===== config.mk =====
export PLATFORM = sky130hd
export DESIGN_NAME = bit_serial_alu
export DESIGN_NICKNAME = d
export VERILOG_FILES = /design/src/rtl/alu_defs.sv /design/src/rtl/alu_cell_1b.sv /design/src/rtl/bit_serial_alu.sv
export SDC_FILE = /design/constraint.sdc
export NUM_CORES = 1
export LEC_CHECK = 0
export CAP_MARGIN = 0
export CORE_MARGIN = 5
export CORE_UTILIZATION = 57
export CTS_CLUSTER_SIZE = 8
export DETAILED_ROUTE_END_ITERATION = 10
export PLACE_DENSITY_LB_ADDON = 0.2
export SETUP_SLACK_MARGIN = 0.5
export SYNTH_ARGS = -nofsm -noshare
export SYNTH_HDL_FRONTEND = slang
export SYNTH_SLANG_ARGS = --single-unit

===== constraint.sdc =====
create_clock -name clk -period 6 [get_ports clk]
set_clock_uncertainty 0.2 [all_clocks]
set_input_delay 0.6 -clock clk [delete_from_list [all_inputs] [get_ports clk]]
set_output_delay 0.6 -clock clk [all_outputs]
set_load 0.01 [all_outputs]

===== src/rtl/alu_defs.sv =====
// Shared opcode and state encodings for the bit-serial ALU.
package alu_defs;

  localparam logic [1:0] OP_ADD = 2'b00;
  localparam logic [1:0] OP_SUB = 2'b01;
  localparam logic [1:0] OP_NOR = 2'b10;
  localparam logic [1:0] OP_OR  = 2'b11;

  typedef enum logic [1:0] {
    S_IDLE  = 2'd0,
    S_SHIFT = 2'd1,
    S_DONE  = 2'd2
  } state_e;

  function automatic logic is_arith(input logic [1:0] op);
    return !op[1];
  endfunction

endpackage


===== src/rtl/alu_cell_1b.sv =====
// Combinational 1-bit ALU cell: full adder, NOR and OR slices selected by opcode.
module alu_cell_1b
  import alu_defs::*;
(
  input  logic       x,
  input  logic       y,
  input  logic       ci,
  input  logic [1:0] op,
  output logic       out,
  output logic       co
);

  logic add_out;
  logic add_co;

  assign add_out = x ^ y ^ ci;
  assign add_co  = (x & y) | (ci & (x ^ y));

  always_comb begin
    out = 1'b0;
    co  = 1'b0;
    case (op)
      OP_ADD, OP_SUB: begin
        out = add_out;
        co  = add_co;
      end
      OP_NOR:  out = ~(x | y);
      default: out = x | y;
    endcase
  end

endmodule


===== src/rtl/bit_serial_alu.sv =====
// Bit-serial ALU sequencer, LSB first, one bit per clock through alu_cell_1b.
// Optional overflow output enabled by defining BIT_SERIAL_ALU_OVF_EN.
module bit_serial_alu
  import alu_defs::*;
#(
  parameter int unsigned WIDTH = 8
) (
  input  logic             clk,
  input  logic             rst,
  input  logic             start,
  input  logic [1:0]       op,
  input  logic [WIDTH-1:0] a,
  input  logic [WIDTH-1:0] b,
  output logic             busy,
  output logic             done,
  output logic [WIDTH-1:0] result,
  output logic             cout,
`ifdef BIT_SERIAL_ALU_OVF_EN
  output logic             zero,
  output logic             ovf
`else
  output logic             zero
`endif
);

  localparam int unsigned CntW = $clog2(WIDTH) + 1;

  state_e           state_q, state_d;
  logic [CntW-1:0]  count_q;
  logic [WIDTH-1:0] a_q, b_q, result_q, result_d;
  logic [1:0]       op_q;
  logic             carry_q, cout_q, zero_q;
  logic [WIDTH-1:0] a_sh, b_sh, bit_mask;
  logic             cell_x, cell_y, cell_out, cell_co, last_bit;
`ifdef BIT_SERIAL_ALU_OVF_EN
  logic             ovf_q;
`endif

  assign a_sh     = a_q >> count_q;
  assign b_sh     = b_q >> count_q;
  assign cell_x   = a_sh[0];
  // SUB is a + ~b + 1; the +1 comes from the carry preset at start.
  assign cell_y   = b_sh[0] ^ (op_q == OP_SUB);
  assign last_bit = (count_q == CntW'(WIDTH - 1));
  assign bit_mask = WIDTH'(1) << count_q;
  assign result_d = (result_q & ~bit_mask) | (cell_out ? bit_mask : '0);

  alu_cell_1b u_cell (
    .x   (cell_x),
    .y   (cell_y),
    .ci  (carry_q),
    .op  (op_q),
    .out (cell_out),
    .co  (cell_co)
  );

  always_ff @(posedge clk or posedge rst) begin
    if (rst) begin
      state_q <= S_IDLE;
    end else begin
      state_q <= state_d;
    end
  end

  always_comb begin
    state_d = state_q;
    case (state_q)
      S_IDLE:  if (start) state_d = S_SHIFT;
      S_SHIFT: if (last_bit) state_d = S_DONE;
      default: state_d = S_IDLE;
    endcase
  end

  always_comb begin
    busy   = (state_q == S_SHIFT);
    done   = (state_q == S_DONE);
    result = result_q;
    cout   = cout_q;
    zero   = zero_q;
`ifdef BIT_SERIAL_ALU_OVF_EN
    ovf    = ovf_q;
`endif
  end

  always_ff @(posedge clk or posedge rst) begin
    if (rst) begin
      a_q      <= '0;
      b_q      <= '0;
      op_q     <= OP_ADD;
      carry_q  <= 1'b0;
      count_q  <= '0;
      result_q <= '0;
      cout_q   <= 1'b0;
      zero_q   <= 1'b0;
`ifdef BIT_SERIAL_ALU_OVF_EN
      ovf_q    <= 1'b0;
`endif
    end else begin
      case (state_q)
        S_IDLE: begin
          if (start) begin
            a_q      <= a;
            b_q      <= b;
            op_q     <= op;
            carry_q  <= (op == OP_SUB);
            count_q  <= '0;
            result_q <= '0;
          end
        end
        S_SHIFT: begin
          result_q <= result_d;
          carry_q  <= cell_co;
          count_q  <= count_q + CntW'(1);
          if (last_bit) begin
            cout_q <= cell_co;
            zero_q <= (result_d == '0);
`ifdef BIT_SERIAL_ALU_OVF_EN
            // Signed overflow: carry into the MSB differs from carry out of it.
            ovf_q  <= is_arith(op_q) & (carry_q ^ cell_co);
`endif
          end
        end
        default: ;
      endcase
    end
  end

endmodule


======== After elaboration in Yosys (flattened, before gate mapping) ========
Index checks and enable logic that the tools add are counted.
Widths: inputs -> output; s select.
storage, ports and cells
  register bits after elaboration ......... 35
  logic and storage cells ................. 53
  bits in latches ......................... 0
  bits of input ports ..................... 21
  memories ................................ 0
  bits in read-only memories .............. 0
  bits in writable memories ............... 0
  output and inout bits ................... 12
cells by class
  bitwise operators ....................... 11
  equality and inequality tests ........... 8
  multipliers ............................. 0
  muxes and demuxes ....................... 12
  add/subtract/negate cells ............... 1
  shift-type cells ........................ 3
  magnitude comparators ................... 0
  divide/modulo/power cells ............... 0
  reductions and logical operators ........ 9
operators with widths
  cell                 number
  $mux 8               2
  $pmux 8 s2           1
  $shr 8x4->1          2
  $and 8x8->8          1
  $logic_not 8->1      1
  $not 8->8            1
  $or 8x8->8           1
  $pmux 4 s2           1
  $reduce_and 2->1     4
  $shl 1x4->8 const A  1
  $eq 2x1->1 const B   3
  $add 4x1->4 const B  1
  $eq 2x2->1 const B   2
  $eq 4x3->1 const B   1
  $logic_not 2->1      2
  $mux 2               2
  $mux 4               1
  $pmux 1 s2           2
  $pmux 2 s2           1
  $xor 1x1->1          3
  $and 1x1->1          2
  $mux 1               2
  $ne 2x1->1 const B   1
  $ne 2x2->1 const B   1
  4 further kinds      5

======== Longest topological paths before layout ========
  depth in word-level cells ............... 8
  mapped depth ............................ 12
  mapped depth without buffers ............ 11

======== By module ========
From an unflattened synthesis, not the netlist that was laid out.
unflattened totals
  cells, all modules ...................... 165
  area total of the unflattened synthesis .. 1,890.6 µm²
by module, submodules not included
  module          area an instance (µm²)  cells an instance  seq. area each (µm²)  times used
  bit_serial_alu  1,826.8                 157                875.8                 1
  alu_cell_1b     63.8                    8                  0.0                   1

======== Least setup slack after synthesis ========
Ideal clock, no wire load.
  kind .................................... reg2reg
  from .................................... register count_q[1]
  to ...................................... register zero_q (netlist: zero)
  arrival time ............................ 2.417 ns
  library setup time ...................... 0.095 ns
  data required time ...................... 5.705 ns
  clock period less this slack ............ 2.712 ns
  path buffers ............................ 1
  path slack .............................. 3.288 ns
  cell stages (with the launch flop) ...... 13
  cells stage by stage .................... dfrtp_1 buf_6 mux4_2 mux2i_4 xnor2_1 nor2_1 xnor2_1 ha_1 nand2b_1 o21ai_0 nand2_1 o311ai_0 o31ai_1
on the way
  word-level cells in the longest chain between the ends .. 8
  elaborated cells on any way between the ends .. 16
  those cells by class .................... eq/ne: 1; shift: 3; mux: 2; bitwise: 8; reduce/logical: 2
ends and longest elaborated chain
  item                                       RTL line                                                 text
  from (decl)                                bit_serial_alu.sv:29                                     logic [CntW-1:0] count_q;
  from (signal assigned)                     bit_serial_alu.sv:113                                    count_q <= count_q + CntW'(1);
  $shr 8x4->1                                bit_serial_alu.sv:40                                     assign b_sh = b_q >> count_q;
  $xor 1x1->1                                bit_serial_alu.sv:43                                     assign cell_y = b_sh[0] ^ (op_q == OP_SUB);
  $xor 1x1->1 or $or 1x1->1 (tied branches)  alu_cell_1b.sv:16, alu_cell_1b.sv:27, alu_cell_1b.sv:28
  $xor 1x1->1 or $not 1->1 (tied branches)   alu_cell_1b.sv:16, alu_cell_1b.sv:27
  $pmux 1 s2                                 alu_cell_1b.sv:22                                        case (op)
  $mux 8                                     bit_serial_alu.sv:46                                     assign result_d = (result_q & ~bit_mask) | (cell_out ? bit_mask : '0);
  $or 8x8->8                                 bit_serial_alu.sv:46
  $logic_not 8->1                            bit_serial_alu.sv:116                                    zero_q <= (result_d == '0);
  to (signal assigned)                       bit_serial_alu.sv:116
  to (decl)                                  bit_serial_alu.sv:32                                     logic carry_q, cout_q, zero_q;
Parallel ways exist; a longest one is shown, timed or not.
A chain may end at the register's enable or synchronous reset.

======== Final worst setup path ========
Same ends and word-level chain as after synthesis.

==> metrics.cfg <==
[placed_design]
io_buffers=32
dp.cells=287
post-place-ws_ns=3.02
place.gp.congestion=0.911
dp_hpwl_um=3090

[drt]
wl_um=4180
dr.pass1.iters=4
ant_nets=0
drc=0
drt_iter0_markers=169
avgRoutedWirePerCell_um=14.2
via_per_inst=5.53
vias=1632

[setup_path]
cpMaxStageDelayCell=dfrtp_1
cp-end-kind=flip-flop
crit_path_start_kind=flip-flop
cp.arrival_ns=3.04
worstPathCellList=mux4_2 > mux2i_4 > xnor2_1 > nor2_1 > xnor2_1 > ha_1 > nand2b_1 > o21ai_0 > nand2_1 > o311ai_0 > o31ai_1
path_class=reg2reg
path_delay_family=multiplexers
crit_fanout=9
reg2regPathDepth=11
crit_path_frequent_cell=xnor2_1
critPathBufInv=0
cp.depth=11
cpPeakStageDelay_ns=0.58
cp.required_ns=6.05

[synthesis]
syn_area_um2=1970
synth_common_cells=65 x nand2_1, 35 x dfrtp_1, 18 x o21ai_0
syn_inst=219
ys_seq_elements=35
synth_cell_type_count=45
synthArstFlopShare=1.00
syn-mean-instance-area_um2=9.02
synth_ff_type=dfrtp_1
synthMostInstantiatedCell=nand2_1
yosys.area.top_type=dfrtp_1
synth_top_area_frac=0.444
yosys_warnings=0
synth-edff-count=0
synth_area_leaders=dfrtp_1 44%, nand2_1 12%, o21ai_0 4.6%, mux4_2 4.6%, ha_1 4.4%
postSynthNetCount=247
synth-seq-area-share=0.444

[sta]
finalCritPeriodShare=0.498
hold_viol_final=0
setup_viol=0
worst_slack_ns=3.01
worstMarginPinSlew_ns=0.976
slew_headroom=0.348
period_minus_slack_ns=2.99
finalSetupTns_ns=0
finalMaxSlewViolations=0
fmax_ghz=0.335
rsz0062_at_grt=no

[clock_network]
cts_inserted_buffers=5
cts_setup_buffers=0
cts_hold_buf=0
clk_pin_slew_ns=0.11
tritoncts=done
clockBufferDepth=2
cts_root_buf=clkbuf_4
clock-sinks=35
htreeDepth=2
worstSkewPairLatency_ns=0.33
post_cts_resized=0

[floorplan]
fp.dieH_um=68.9
coreArea_um2=3340
top_level_ports=33
die_x_um=68.9
start_util=0.592
num_rows=21
die_area_um2=4740

[finish]
area.sequential_um2=876
multi_input_area_um2=977
areaGrowthSynthToFinish_pct=18.2
finalNetCount=276
instances_no_fill=295
n_fill_cell=285
insertedDiodeCount=0
drive_gt1_frac=0.0763

[run]
maxCapViolCount=0

[global_routing]
grt_max_degree=36
grt_pass1_wl_um=6910
antenna_found_initial=0
grt_overflow=0
grt_usage=0.198
grt_pass1_vias=1538

[min_path]
hold_depth=2
hold_class=reg2reg

[power]
p_leak_uw=0.00106
power_density_nw_per_um2=580
vdd_drop_max_mv=0.229
fin_total_pwr_uw=1350

[run_status]
status=finished clean

## sequential cells by signal, summed over array words and instances (netlist names)
name and count:
cout 1, op_q 2, a_q 8, zero 1, carry_q 1, state_q 2
b_q 8, count_q 4, result 8
## path summary, 6_finish.rpt
| check | from | to | slack, ns |
|---|---|---|---|
| max | count_q[1] | zero | 3.01 |
| max reg2reg | count_q[1] | zero | 3.01 |
| min | a_q[3] | a_q[3] | 0.29 |
| max in group asynchronous | rst | b_q[0] | 4.83 |
| min in group asynchronous | rst | op_q[0] | 0.47 |
| min reg2reg | a_q[3] | a_q[3] | 0.29 |
## worst min-delay path, cell delays in order, from the launching register on
cell and delay (ns):
dfrtp_1 0.36, nand2_1 0.05, nand2_1 0.05
## placed cells by master, fill, tap and decap left out, drive strengths merged, types with 2 or more instances in the layout
cell type and instances:
nor2b 4, a22o 2, o31ai 2, ha 7, nor2 9, o22ai 3
and2 2, mux2i 3, nand2 66, nand2b 5, inv 11, mux4 4
a31oi 2, clkbuf 7, dfrtp 35, o21ai 18, nand3 5, xnor2 4
clkinv 2, a21oi 8, a211oi 2, clkdlybuf4s50 32
## report_power, final
group / internal (uW) / leakage, uW / switching (uW) / total [uW]
logic: 361 / 0.000582 / 431 / 792
registers: 338 / 0.000445 / 102 / 440
clock network: 45.7 / 0.0000293 / 75.9 / 122
## area by class of cell
type,instances,share of cell area
multi-input cells,161,0.419
flip-flops and latches,35,0.375
repair buffers,33,0.140
well taps,46,0.0247
clock buffers,7,0.0193
inverters,12,0.0193
clock inverters,1,0.00214
## layer usage
metal,routed length (um),up-vias,track usage,share of wire
li1,-,797,-,-
met3,211,6,0.0454,0.051
met2,2120,47,0.358,0.51
met5,0,-,0,0
met4,34,0,0.0487,0.0081
met1,1810,782,0.237,0.43
## cells by family after synthesis
| family | count (synthesis) | share of synthesized area |
|---|---|---|
| and+or+nand+nor | 96 | 0.208 |
| AOI/OAI and AO/OA | 47 | 0.151 |
| DFF | 35 | 0.444 |
| buffers and inverters | 23 | 0.0615 |
| muxes | 7 | 0.0735 |
| adders and majority gates | 7 | 0.0444 |
| xor gates and xnor gates | 4 | 0.0177 |
## metrics by stage
stage	hold WS, ns	utilization	instance area [um^2]
floorplan	0.240	-	1970
global placement	0.259	0.684	2280
detailed placement	0.268	0.684	2280
CTS	0.293	0.699	2330
global route	0.301	0.699	2330
finish	0.288	0.699	2330
Power figures use the tool's default switching activity.
